`src/rtl/maquina_param_if.sv`:
```
// Coin/dispense bus of the parametrised vending controller.
// master drives coins and cancel; slave is the controller itself.
interface maquina_param_if #(
  parameter int W = 8
);
  logic         e1;
  logic         e2;
  logic         cancel;
  logic [1:0]   state;
  logic         doce;
  logic         troco;
  logic         rej;
  logic [W-1:0] saldo;
  logic         busy;

  modport master (
    output e1, e2, cancel,
    input  state, doce, troco, rej, saldo, busy
  );

  modport slave (
    input  e1, e2, cancel,
    output state, doce, troco, rej, saldo, busy
  );
endinterface

```
`src/rtl/maquina_param.sv`:
```
// Two-coin vending controller with configurable coin values, price and serial change.
// Optional idle auto-refund is enabled by defining MAQ_TIMEOUT_EN.
module maquina_param #(
  parameter int W        = 8,
  parameter int PRICE    = 15,
  parameter int COIN_A   = 5,
  parameter int COIN_B   = 10,
  parameter int CHG_UNIT = 5,
  parameter int TIMEOUT  = 255
) (
  input logic            c,
  input logic            r,
  maquina_param_if.slave bus
);

  if (CHG_UNIT <= 0 || PRICE <= 0 || COIN_A <= 0 || COIN_B <= 0) begin : g_bad_zero
    $fatal(1, "maquina_param: PRICE, COIN_A, COIN_B and CHG_UNIT must be nonzero");
  end
  if ((PRICE % CHG_UNIT) != 0 || (COIN_A % CHG_UNIT) != 0 || (COIN_B % CHG_UNIT) != 0) begin : g_bad_mult
    $fatal(1, "maquina_param: PRICE, COIN_A and COIN_B must be multiples of CHG_UNIT");
  end
  if ((longint'(PRICE) - 1 + COIN_A + COIN_B) > ((longint'(1) << W) - 1)) begin : g_bad_width
    $fatal(1, "maquina_param: W too small, balance could overflow");
  end
  if (TIMEOUT < 1) begin : g_bad_timeout
    $fatal(1, "maquina_param: TIMEOUT must be at least 1");
  end

  localparam logic [W-1:0] PRICE_W = W'(PRICE);
  localparam logic [W-1:0] COIN_A_W = W'(COIN_A);
  localparam logic [W-1:0] COIN_B_W = W'(COIN_B);
  localparam logic [W-1:0] CHG_W = W'(CHG_UNIT);

  typedef enum logic [1:0] {
    ACC    = 2'd0,
    VEND   = 2'd1,
    CHANGE = 2'd2
  } fsm_t;

  fsm_t         fsm, fsm_nx;
  logic [W-1:0] saldo, saldo_nx;
  logic         rej, rej_nx;
  logic [W-1:0] credit, sum, rest;
  logic         timeout_hit;

`ifdef MAQ_TIMEOUT_EN
  localparam int TW = $clog2(TIMEOUT + 1);
  logic [TW-1:0] idle_cnt, idle_nx;

  // Counts only genuinely idle ACC cycles holding a balance; anything else restarts it.
  always_comb begin
    idle_nx     = '0;
    timeout_hit = 1'b0;
    if (fsm == ACC && saldo != '0 && !bus.e1 && !bus.e2 && !bus.cancel) begin
      if (idle_cnt == TW'(TIMEOUT - 1)) timeout_hit = 1'b1;
      else                              idle_nx     = idle_cnt + 1'b1;
    end
  end

  always_ff @(posedge c or posedge r) begin
    if (r) idle_cnt <= '0;
    else   idle_cnt <= idle_nx;
  end
`else
  assign timeout_hit = 1'b0;
`endif

  // NOTE: every variable gets a default before the case so no path leaves it unassigned (no latches).
  always_comb begin
    fsm_nx   = fsm;
    saldo_nx = saldo;
    rej_nx   = 1'b0;
    credit   = (bus.e1 ? COIN_A_W : '0) + (bus.e2 ? COIN_B_W : '0);
    sum      = saldo + credit;
    rest     = '0;
    case (fsm)
      ACC: begin
        if ((bus.cancel && saldo != '0) || timeout_hit) begin
          fsm_nx = CHANGE;
          rej_nx = bus.e1 | bus.e2;
        end else begin
          saldo_nx = sum;
          if (sum >= PRICE_W) fsm_nx = VEND;
        end
      end
      VEND: begin
        rej_nx   = bus.e1 | bus.e2;
        rest     = saldo - PRICE_W;
        saldo_nx = rest;
        fsm_nx   = (rest != '0) ? CHANGE : ACC;
      end
      CHANGE: begin
        rej_nx   = bus.e1 | bus.e2;
        rest     = saldo - CHG_W;
        saldo_nx = rest;
        if (rest == '0) fsm_nx = ACC;
      end
      default: fsm_nx = ACC;
    endcase
  end

  // NOTE: state registers use non-blocking assignments so all flops update together at the edge.
  always_ff @(posedge c or posedge r) begin
    if (r) begin
      fsm   <= ACC;
      saldo <= '0;
      rej   <= 1'b0;
    end else begin
      fsm   <= fsm_nx;
      saldo <= saldo_nx;
      rej   <= rej_nx;
    end
  end

  always_comb begin
    bus.state = 2'b00;
    case (fsm)
      VEND:    bus.state = (saldo == PRICE_W) ? 2'b10 : 2'b11;
      CHANGE:  bus.state = 2'b01;
      default: bus.state = 2'b00;
    endcase
  end

  assign bus.doce  = (fsm == VEND);
  assign bus.troco = (fsm == CHANGE);
  assign bus.busy  = (fsm != ACC);
  assign bus.rej   = rej;
  assign bus.saldo = saldo;

endmodule
```
`src/flat_wrapper.sv`:
```
// flat-port wrapper written by rule: the top's interface ports become plain ports
module maquina_param_flat 
#(
  parameter int W        = 8,
  parameter int PRICE    = 15,
  parameter int COIN_A   = 5,
  parameter int COIN_B   = 10,
  parameter int CHG_UNIT = 5,
  parameter int TIMEOUT  = 255
)
  (c, r, bus_e1, bus_e2, bus_cancel, bus_state, bus_doce, bus_troco, bus_rej, bus_saldo, bus_busy);
  maquina_param_if #(.W(W)) bus_i ();
  input logic c;
  input logic r;
  input wire logic [$bits(bus_i.e1)-1:0] bus_e1;
  input wire logic [$bits(bus_i.e2)-1:0] bus_e2;
  input wire logic [$bits(bus_i.cancel)-1:0] bus_cancel;
  output wire logic [$bits(bus_i.state)-1:0] bus_state;
  output wire logic [$bits(bus_i.doce)-1:0] bus_doce;
  output wire logic [$bits(bus_i.troco)-1:0] bus_troco;
  output wire logic [$bits(bus_i.rej)-1:0] bus_rej;
  output wire logic [$bits(bus_i.saldo)-1:0] bus_saldo;
  output wire logic [$bits(bus_i.busy)-1:0] bus_busy;
  assign bus_i.e1 = bus_e1;
  assign bus_i.e2 = bus_e2;
  assign bus_i.cancel = bus_cancel;
  assign bus_state = bus_i.state;
  assign bus_doce = bus_i.doce;
  assign bus_troco = bus_i.troco;
  assign bus_rej = bus_i.rej;
  assign bus_saldo = bus_i.saldo;
  assign bus_busy = bus_i.busy;
  maquina_param #(.W(W), .PRICE(PRICE), .COIN_A(COIN_A), .COIN_B(COIN_B), .CHG_UNIT(CHG_UNIT), .TIMEOUT(TIMEOUT)) u_core (.c(c), .r(r), .bus(bus_i));
endmodule
```
`config.mk`:
```
export PLATFORM = sky130hd
export DESIGN_NAME = maquina_param_flat
export DESIGN_NICKNAME = d
export VERILOG_FILES = /design/src/rtl/maquina_param_if.sv /design/src/rtl/maquina_param.sv /design/src/flat_wrapper.sv
export SDC_FILE = /design/constraint.sdc
export NUM_CORES = 1
export LEC_CHECK = 0
export ABC_AREA = 1
export BUFFER_PORTS_ARGS = -buffer_cell sky130_fd_sc_hd__buf_4
export CAP_MARGIN = 20
export CORE_ASPECT_RATIO = 1.2
export CORE_MARGIN = 3
export CORE_UTILIZATION = 26
export DETAILED_ROUTE_END_ITERATION = 6
export GPL_TIMING_DRIVEN = 0
export PLACE_DENSITY = 0.38
export SYNTH_ARGS = -nofsm -noshare
export SYNTH_HDL_FRONTEND = slang
export SYNTH_SLANG_ARGS = --single-unit
```
`constraint.sdc`:
```
create_clock -name c -period 2.1 [get_ports c]
set_input_delay 0.21 -clock c [delete_from_list [all_inputs] [get_ports c]]
set_output_delay 0.21 -clock c [all_outputs]
set_load 0.03 [all_outputs]
```
==> flow_summary.ini, run 1 <==
[status]
status = finished, final reports clean

[power]
pwr-share-clk = 0.068
irDropWorstVdd_mv = 0.604
power.leakage_uw = 0.000960
power.density_nw_per_um2 = 1940
intPower_uw = 1490
swShare = 0.572
p_seq_frac = 0.131
comb_power_share = 0.801
switching_power_uw = 2000

[global_route]
grt.overflow.total = 0
grt_pass1_wl_mm = 7.91
antenna_found_initial = 0
grt_max_degree = 12
grt_pass1_vias = 1521
grt_usage = 0.161

[drt]
ant_nets = 0
top_layer_used = met4
vias = 1503
met3WireLength_um = 77
met2_length_mm = 2.31
m1WireLength_mm = 2.25
drt-wirelength-per-cell_um = 14.3
via_per_inst = 4.58
drt_wl_total_mm = 4.69
drcViolationCount = 0
drt-initial-drc-count = 44
first_pass_iters = 4

[die]
die_w_um = 74.7
dieArea_um2 = 6600
coreArea_um2 = 5370
rows = 29
pin_count = 19
initial_core_util = 0.274
die_y_um = 88.4

[cells_and_area]
antenna_cells = 0
drive_gt1_frac = 0.252
layout.cells.non_filler = 328
area_growth_pct = 22.4
finish.net_count = 285
finalInstanceArea_um2 = 1800

[logic_synthesis]
synth_nets = 256
synthesis.area_um2 = 1470
synth.distinct_cells = 31
synth_cells = 238
ys_warn_count = 0
synth.avg_cell_area_um2 = 6.18
synth_seq_cells = 11
ys_seq_area_frac = 0.187

[worst_setup_path]
path_max_fanout = 4
critPathSlowestCell = dfrtp_2
critPathKind = reg -> out
cpPeakStageDelay_ns = 0.41
worstSetupStartpointType = flop
r2r_slack_ns = 0.15
endpoint_kind = output pin
cp.arrival_ns = 1.76
crit_top_cell = buf_4
crit_required_ns = 1.89
path_cells = buf_4 > buf_4 > ha_1 > nand3_1 > inv_1 > a31oi_1 > buf_4

[worst_hold_path]
hold_class = in -> async

[timing]
relSlewSlack = 0.645
rsz0062_at_grt = no
fmax_mhz = 508
finalCriticalPeriod_ns = 1.97
slew_viol_final = 0
clock_skew_ns = 0.00151
setup_slack_ns = 0.133
setup_tns_ns = 0
hold_ws_ns = 0.00197
worst-slew-pin-transition_ns = 0.531
fin_crit_sh = 0.936
hold_viol = 0
setup_violations = 0

[clock_network]
clock_latency_ns = 0.25
clkTransAtPathRegs_ns = 0.06
cts.path.max_buffers = 2
cts_root_buffer = clkbuf_8
cts_hold_buf = 0
clock_sinks = 11
cts_tree = done
cts_buffers = 3
htreeDepth = 1

[placement]
portBuffers = 18
dp_cells = 318
preCtsSetupSlack_ns = -0.0717
gp_congestion = 0.832
dpl_cell_area_um2 = 1680
hpwl_mm = 3.71

[flow_run]
maxCapViolations = 0
==> stage by stage <==
step	total power, uW	utilization
after global placement	3190	0.314
after global routing	3910	0.336
after detailed placement	3150	0.314
after floorplan	2410	-
after CTS	3410	0.323
final	3490	0.336
==> cell usage in the layout, fill, tap and decap left out, types with 3 or more instances in the layout <==
cell / Yosys / routed
buf_4: 2 / 26
o21ai_1: 8 / 8
inv_1: 29 / 28
nand2_1: 80 / 79
dfrtp_1: 11 / 6
o21ai_0: 11 / 11
a21oi_1: 4 / 3
nor2_1: 17 / 17
nor2_2: 3 / 3
buf_6: 3 / 3
clkbuf_8: 0 / 3
ha_1: 12 / 10
nor2_4: 3 / 3
inv_2: 2 / 3
dfrtp_2: 0 / 5
nand2_2: 6 / 7
nand3_1: 26 / 26
==> power groups by stage <==
stage / Clock (uW) / Combinational (uW) / Sequential [uW]
floorplan: 0 / 1810 / 606
global placement: 0 / 2700 / 492
global route: 246 / 3180 / 485
finish: 236 / 2800 / 458
detailed placement: 0 / 2660 / 490
CTS: 240 / 2680 / 491
==> kinds of logic (layout without fill, tap and decap cells) <==
family | after synthesis | after routing | share of synthesized area
AOI/OAI and AO/OA | 29 | 29 | 0.115
xor gates and xnor gates | 2 | 2 | 0.0119
adders and majority gates | 13 | 13 | 0.116
buffers and inverters | 41 | 69 | 0.128
DFF | 11 | 11 | 0.187
and+or+nand+nor | 142 | 142 | 0.442
==> Yosys cell counts (all sizes together) <==
library cell / n / area (um2)
and2: 1 / 6.26
or2: 1 / 6.26
o21ai: 19 / 95.1
dfrtp: 11 / 275
nand3: 27 / 140
nand4: 2 / 12.5
buf: 7 / 58.8
ha: 12 / 150
clkinv: 1 / 3.75
clkbuf: 1 / 3.75
a21oi: 4 / 20.0
fa: 1 / 20.0
nand2: 87 / 349
o211ai: 2 / 15.0
a211oi: 1 / 7.51
a31oi: 1 / 6.26
nor2: 24 / 136
xor2: 2 / 17.5
o22ai: 2 / 25.0
inv: 32 / 123
==> final timing paths <==
check | startpoint | end | depth (start not counted)
worst max-delay path | u_core.bus.saldo[0] | bus_state[0] | 7
worst min-delay path | r | u_core.bus.saldo[6] | 2
worst max register to register | u_core.bus.saldo[0] | u_core.fsm[1] | 13
worst min register to register | u_core.fsm[0] | u_core.fsm[0] | 2
max in group asynchronous | r | u_core.bus.saldo[1] | 2
min in group c | bus_e1 | u_core.bus.rej | 3
==> state kept, by name, indices dropped and copies added (netlist names) <==
signal	cells
u_core.bus.rej	1
u_core.bus.saldo	8
u_core.fsm	2
==> area by class of cell <==
cell class / instances / area [um2]
multi-input combinational: 186 / 1020
fill: 621 / 3570
inverter: 33 / 130
tap: 62 / 77.6
clock buffer: 4 / 45.0
buffer: 8 / 66.3
sequential: 11 / 282
timing repair buffer: 24 / 180
==> routing by layer <==
metal	up-vias	track usage
met5	-	0
met4	0	0.0388
met3	5	0.0136
met2	17	0.271
met1	674	0.222
li1	807	-
==> critical path: cells and delay by family (launching register included) <==
family                   cells  cell delay (ns)
flip-flops                   1             0.41
buffers and inverters        4             0.55
AND/OR/NAND/NOR              1             0.15
AO/OA/AOI/OAI                1             0.18
adder cells (fa/ha/maj)      1             0.22
==> what timing repair did <==
| item | CTS | global route |
|---|---|---|
| pin swaps | 0 | 1 |
| endpoints found under the setup margin | 3 | 4 |
| buffers inserted | 0 | 6 |
| resized for setup | 3 | 11 |
Note: power is estimated with default switching activity, not from simulation.
==> run 2: changes to the inputs <==
--- a/config.mk
+++ b/config.mk
@@ -5,9 +5,8 @@
 export SDC_FILE = /design/constraint.sdc
 export NUM_CORES = 1
 export LEC_CHECK = 0
-export ABC_AREA = 1
 export BUFFER_PORTS_ARGS = -buffer_cell sky130_fd_sc_hd__buf_4
-export CAP_MARGIN = 20
+export CAP_MARGIN = 30
 export CORE_ASPECT_RATIO = 1.2
 export CORE_MARGIN = 3
 export CORE_UTILIZATION = 26
==> run 2 against run 1 <==
Net effect: the run now ends with negative hold slack, negative setup slack left; largest cell class unchanged; synthesized cell count down 26%; via count fell by 5.3%; synthesized area shrank 3.2%; critical path type is now reg -> reg; sequential cell count did not move; non-clock buffer count rose by 12; critical path depth unchanged; critical endpoint is now u_core.fsm[0].
==> flow_summary.ini, run 2 <==
[cells_and_area]
drive_gt1_frac = 0.362
area_growth_pct = 33.5
layout_commonest_cell = buf_4
antenna_cells = 0
largest_reg_flops = 8
reg_top3 = u_core.bus.saldo x8, u_core.fsm x2, u_core.bus.rej x1
layout_common_cells = 35 x buf_4, 16 x nor2_1, 15 x nand2_1, 14 x a21oi_1, 11 x inv_1
largest_register = u_core.bus.saldo
finish.net_count = 232

[clock_network]
cts_hold_buf = 0
htreeDepth = 1
cts.path.max_buffers = 2
clkTransAtPathRegs_ns = 0.06
cts_buffers = 3
clock_sinks = 11
cts_tree = done
clock_latency_ns = 0.24
cts_root_buffer = clkbuf_8

[logic_synthesis]
yosysMostFrequentCell = nor2_1
synth_cells = 176
synth_nets = 194
ys_warn_count = 0
ys_seq_area_frac = 0.193
synth.distinct_cells = 53
synthTopCellsByArea = dfrtp_1 19%, ha_1 11%, a21oi_1 4.9%
yosys.area.top_type_share = 0.193
synth_top_cell_by_area = dfrtp_1
synth_flop_cell = dfrtp_1
synthArstFlopShare = 1.00
synth.avg_cell_area_um2 = 8.09
synth_seq_cells = 11
synthesis.area_um2 = 1420
synth-edff-count = 0
synth_commonest_cells = 16 x nor2_1, 15 x nand2_1, 14 x a21oi_1, 13 x inv_1, 12 x ha_1

[drt]
drt_wl_total_mm = 4.62
drt-initial-drc-count = 79
first_pass_iters = 4
top_layer_used = met4
ant_nets = 0
drcViolationCount = 0
met2_length_mm = 2.22
drt-wirelength-per-cell_um = 16.9
vias = 1423
m1WireLength_mm = 2.10
met3WireLength_um = 162
via_per_inst = 5.21

[timing]
setup_violations = 3
setup_tns_ns = -0.458
hold_viol = 11
rsz0062_at_grt = yes
fin_crit_sh = 1.12
worst-slew-pin-transition_ns = 0.477
hold_ws_ns = -0.0220
clock_skew_ns = 0.00251
relSlewSlack = 0.682
slew_viol_final = 0
fmax_mhz = 425
finalCriticalPeriod_ns = 2.35
setup_slack_ns = -0.251

[die]
dieArea_um2 = 6400
initial_core_util = 0.278
die_w_um = 73.6
pin_count = 19
rows = 28
coreArea_um2 = 5110
die_y_um = 87.1

[worst_setup_path]
path_max_fanout = 4
r2r_cells = 7
r2r_slack_ns = -0.25
crit_required_ns = 2.23
endpoint_kind = flop
r2r_end = u_core.fsm[0]
worstSetupStartpointType = flop
cp.arrival_ns = 2.48
critPathKind = reg -> reg
r2r_start = u_core.bus.saldo[1]

[global_route]
grt.overflow.total = 0
antenna_found_initial = 0
grt_pass1_vias = 1425
grt_usage = 0.153
grt_pass1_wl_mm = 7.62
grt_max_degree = 12

[placement]
portBuffers = 18
hpwl_mm = 3.50
gp_congestion = 0.888

[status]
status = finished with violations
violations = negative hold slack, negative setup slack

[worst_hold_path]
hold_class = in -> async

[flow_run]
maxCapViolations = 0
-- run 2: cell types whose count changed after synthesis, moves of 4 or more --
cell	delta
nand2_1	-65
nand3_1	-20
inv_1	-16
a21oi_1	+10
o21ai_1	-7
xnor2_1	+7
nand2_2	-6
o21ai_0	-5
mux2i_1	+4
-- run 2: cells by family (layout without fill, tap and decap cells) --
logic type | Yosys count | after routing | synth area share
mux | 6 | 6 | 0.0466
compound gates | 48 | 48 | 0.254
xor+xnor | 12 | 12 | 0.0738
fa+ha+maj | 13 | 13 | 0.120
flops | 11 | 11 | 0.193
buf+inv | 24 | 61 | 0.0712
simple gates | 62 | 62 | 0.242
-- run 2: cell type report --
| class | count | area, um2 |
|---|---|---|
| clock buffer | 4 | 45.0 |
| timing repair buffer | 33 | 248 |
| inverter | 13 | 51.3 |
| tap | 60 | 75.1 |
| multi-input combinational | 141 | 1140 |
| sequential | 11 | 279 |
| buffer | 11 | 57.6 |
| fill | 529 | 3210 |
-- run 2: per-stage QoR --
step / area (um2) / setup slack, ns / hold slack (ns) / util / cells
2_1_floorplan: 1470 / -0.329 / 0.0622 / - / 176
3_3_place_gp: 1680 / -0.502 / 0.264 / 0.329 / 254
3_5_place_dp: 1680 / -0.505 / 0.269 / 0.329 / 254
4_1_cts: 1860 / -0.330 / 0.00543 / 0.363 / 269
5_1_grt: 1900 / -0.300 / 0.0229 / 0.372 / 273
6_report: 1900 / -0.251 / -0.0220 / 0.372 / 273
-- run 2: how the worst max path moves through the flow --
| stage | startpoint | endpoint | slack [ns] | cells past startpoint |
|---|---|---|---|---|
| 6_report | u_core.bus.saldo[1] | u_core.fsm[0] | -0.25 | 7 |
| 5_1_grt | u_core.bus.saldo[1] | u_core.fsm[0] | -0.30 | 7 |
| 4_1_cts | u_core.bus.saldo[1] | u_core.fsm[0] | -0.33 | 7 |
| 3_5_place_dp | u_core.bus.saldo[0] | u_core.fsm[0] | -0.51 | 7 |
| 3_3_place_gp | u_core.bus.saldo[0] | u_core.fsm[0] | -0.50 | 7 |
| 2_1_floorplan | u_core.bus.saldo[0] | u_core.fsm[0] | -0.33 | 7 |
-- run 2: routing by layer --
metal,global-route usage,up-vias
met3,0.0300,12
met2,0.257,31
met5,0,-
met1,0.198,681
met4,0.0395,0
li1,-,699
-- run 2: critical path, stage by stage (launching register included) --
cell and delay [ns]:
dfrtp_2 0.47, ha_4 0.25, a211oi_4 0.24, nor2_2 0.08, xnor2_2 0.14, or4b_4 0.56, a41oi_4 0.18, mux2_4 0.31
-- run 2: repair_timing --
item,CTS,global route
resized for setup,10,7
endpoints found under the setup margin,7,9
buffers inserted,11,4
pin swaps,8,5
Power of run 2 is not shown: default switching activity piles up to over one toggle a cycle in this logic, so the estimate is an artifact.
==> run 3: changes to the inputs <==
--- a/config.mk
+++ b/config.mk
@@ -7,7 +7,7 @@
 export LEC_CHECK = 0
 export BUFFER_PORTS_ARGS = -buffer_cell sky130_fd_sc_hd__buf_4
 export CAP_MARGIN = 30
-export CORE_ASPECT_RATIO = 1.2
+export CORE_ASPECT_RATIO = 1.75
 export CORE_MARGIN = 3
 export CORE_UTILIZATION = 26
 export DETAILED_ROUTE_END_ITERATION = 6
==> run 3 against run 2 <==
Net effect: the flow finishes with violations (negative setup slack); clock skew decreased by 0.0011 ns; final cell count increased by 4.8%; via count increased by 2.1%; wire length increased by 9.5%; highest routed layer unchanged.
==> flow_summary.ini, run 3 (synthesis results as in run 2) <==
[cells_and_area]
finalInstanceArea_um2 = 1940
finish.net_count = 231
reg_top3 = u_core.bus.saldo x8, u_core.fsm x2, u_core.bus.rej x1
area_growth_pct = 35.9
antenna_cells = 0
fin_util = 0.365
drive_gt1_frac = 0.387
largest_register = u_core.bus.saldo
layout_commonest_cell = buf_4
largest_reg_flops = 8
layout_common_cells = 34 x buf_4, 15 x nor2_1, 15 x nand2_1, 14 x a21oi_1, 11 x inv_1

[worst_setup_path]
cp.arrival_ns = 2.57
worstSetupStartpointType = flop
critPathKind = reg -> reg
path_max_fanout = 4
endpoint = u_core.fsm[0]
endpoint_kind = flop
crit_required_ns = 2.24
r2r_end = u_core.fsm[0]
r2r_slack_ns = -0.33
startpoint = u_core.bus.saldo[1]
r2r_cells = 7
r2r_start = u_core.bus.saldo[1]

[clock_network]
cts_buffers = 3
cts.path.max_buffers = 2
cts_tree = done
cts_root_buffer = clkbuf_8
clkTransAtPathRegs_ns = 0.06
htreeDepth = 1
cts_hold_buf = 0
clock_latency_ns = 0.25
clock_sinks = 11

[status]
status = finished with violations
violations = negative setup slack

[die]
rows = 35
die_y_um = 104
dieArea_um2 = 6440
coreArea_um2 = 5300
die_w_um = 61.9
initial_core_util = 0.269
pin_count = 19

[drt]
drt-wirelength-per-cell_um = 17.7
first_pass_iters = 4
drt-initial-drc-count = 44
via_per_inst = 5.08
vias = 1453
drt_wl_total_mm = 5.06
ant_nets = 0
drcViolationCount = 0

[timing]
hold_ws_ns = 0.00145
setup_violations = 2
slew_viol_final = 0
hold_viol = 0
setup_slack_ns = -0.335
fin_crit_sh = 1.16
clock_skew_ns = 0.00145
rsz0062_at_grt = yes
finalCriticalPeriod_ns = 2.43
fmax_mhz = 411
worst-slew-pin-transition_ns = 0.537
relSlewSlack = 0.642

[global_route]
antenna_found_initial = 0
grt.overflow.total = 0
grt_usage = 0.169
grt_pass1_wl_mm = 8.19
grt_max_degree = 12
grt_pass1_vias = 1561

[placement]
hpwl_mm = 3.71
gp_congestion = 0.826
portBuffers = 18
dpl_cell_area_um2 = 1700

[flow_run]
maxCapViolations = 0

[worst_hold_path]
hold_class = in -> async
[run 3: worst min-delay path by stage]
stage / from / to / slack, ns / cells past startpoint
5_1_grt: r / u_core.bus.saldo[7] / 0.04 / 2
6_report: r / u_core.bus.saldo[7] / 0.001 / 2
4_1_cts: r / u_core.bus.saldo[5] / 0.02 / 2
3_5_place_dp: r / u_core.bus.saldo[5] / 0.29 / 2
3_3_place_gp: r / u_core.bus.saldo[5] / 0.27 / 2
2_1_floorplan: r / u_core.bus.rej / 0.06 / 1
[run 3: area by class of cell]
type                       instances  area, um2
buffer                            11       57.6
clock buffer                       4       45.0
fill                             540       3360
inverter                          13       48.8
multi-input combinational        141       1170
sequential                        11        279
tap                               74       92.6
timing repair buffer              32        240
[run 3: layer usage]
| layer | GRT usage | part of all wire |
|---|---|---|
| met1 | 0.198 | 0.39 |
| met3 | 0.0174 | 0.027 |
| met2 | 0.301 | 0.56 |
| met4 | 0.0501 | 0.024 |
| met5 | 0 | 0 |
[run 3: critical path, cell delays in order, from the launching register on]
cell	delay (ns)
dfrtp_2	0.46
ha_4	0.24
a211oi_4	0.23
nor2_2	0.08
xnor2_2	0.15
or4b_4	0.55
a41oi_4	0.28
mux2_4	0.32
[run 3: repair_timing]
item / 4_1_cts / 5_1_grt
pin swaps: 10 / 8
hold endpoints to repair: 0 / 0
buffers inserted: 10 / 4
gates resized for setup: 12 / 8
setup endpoints to repair: 8 / 7
[run 3: through the flow]
step	setup slack (ns)	cells	TNS [ns]
4_1_cts	-0.373	282	-0.683
3_3_place_gp	-0.483	268	-1.03
5_1_grt	-0.389	286	-0.828
2_1_floorplan	-0.329	176	-0.490
3_5_place_dp	-0.500	268	-1.04
6_report	-0.335	286	-0.631
Power of run 3 is left out for the same reason.
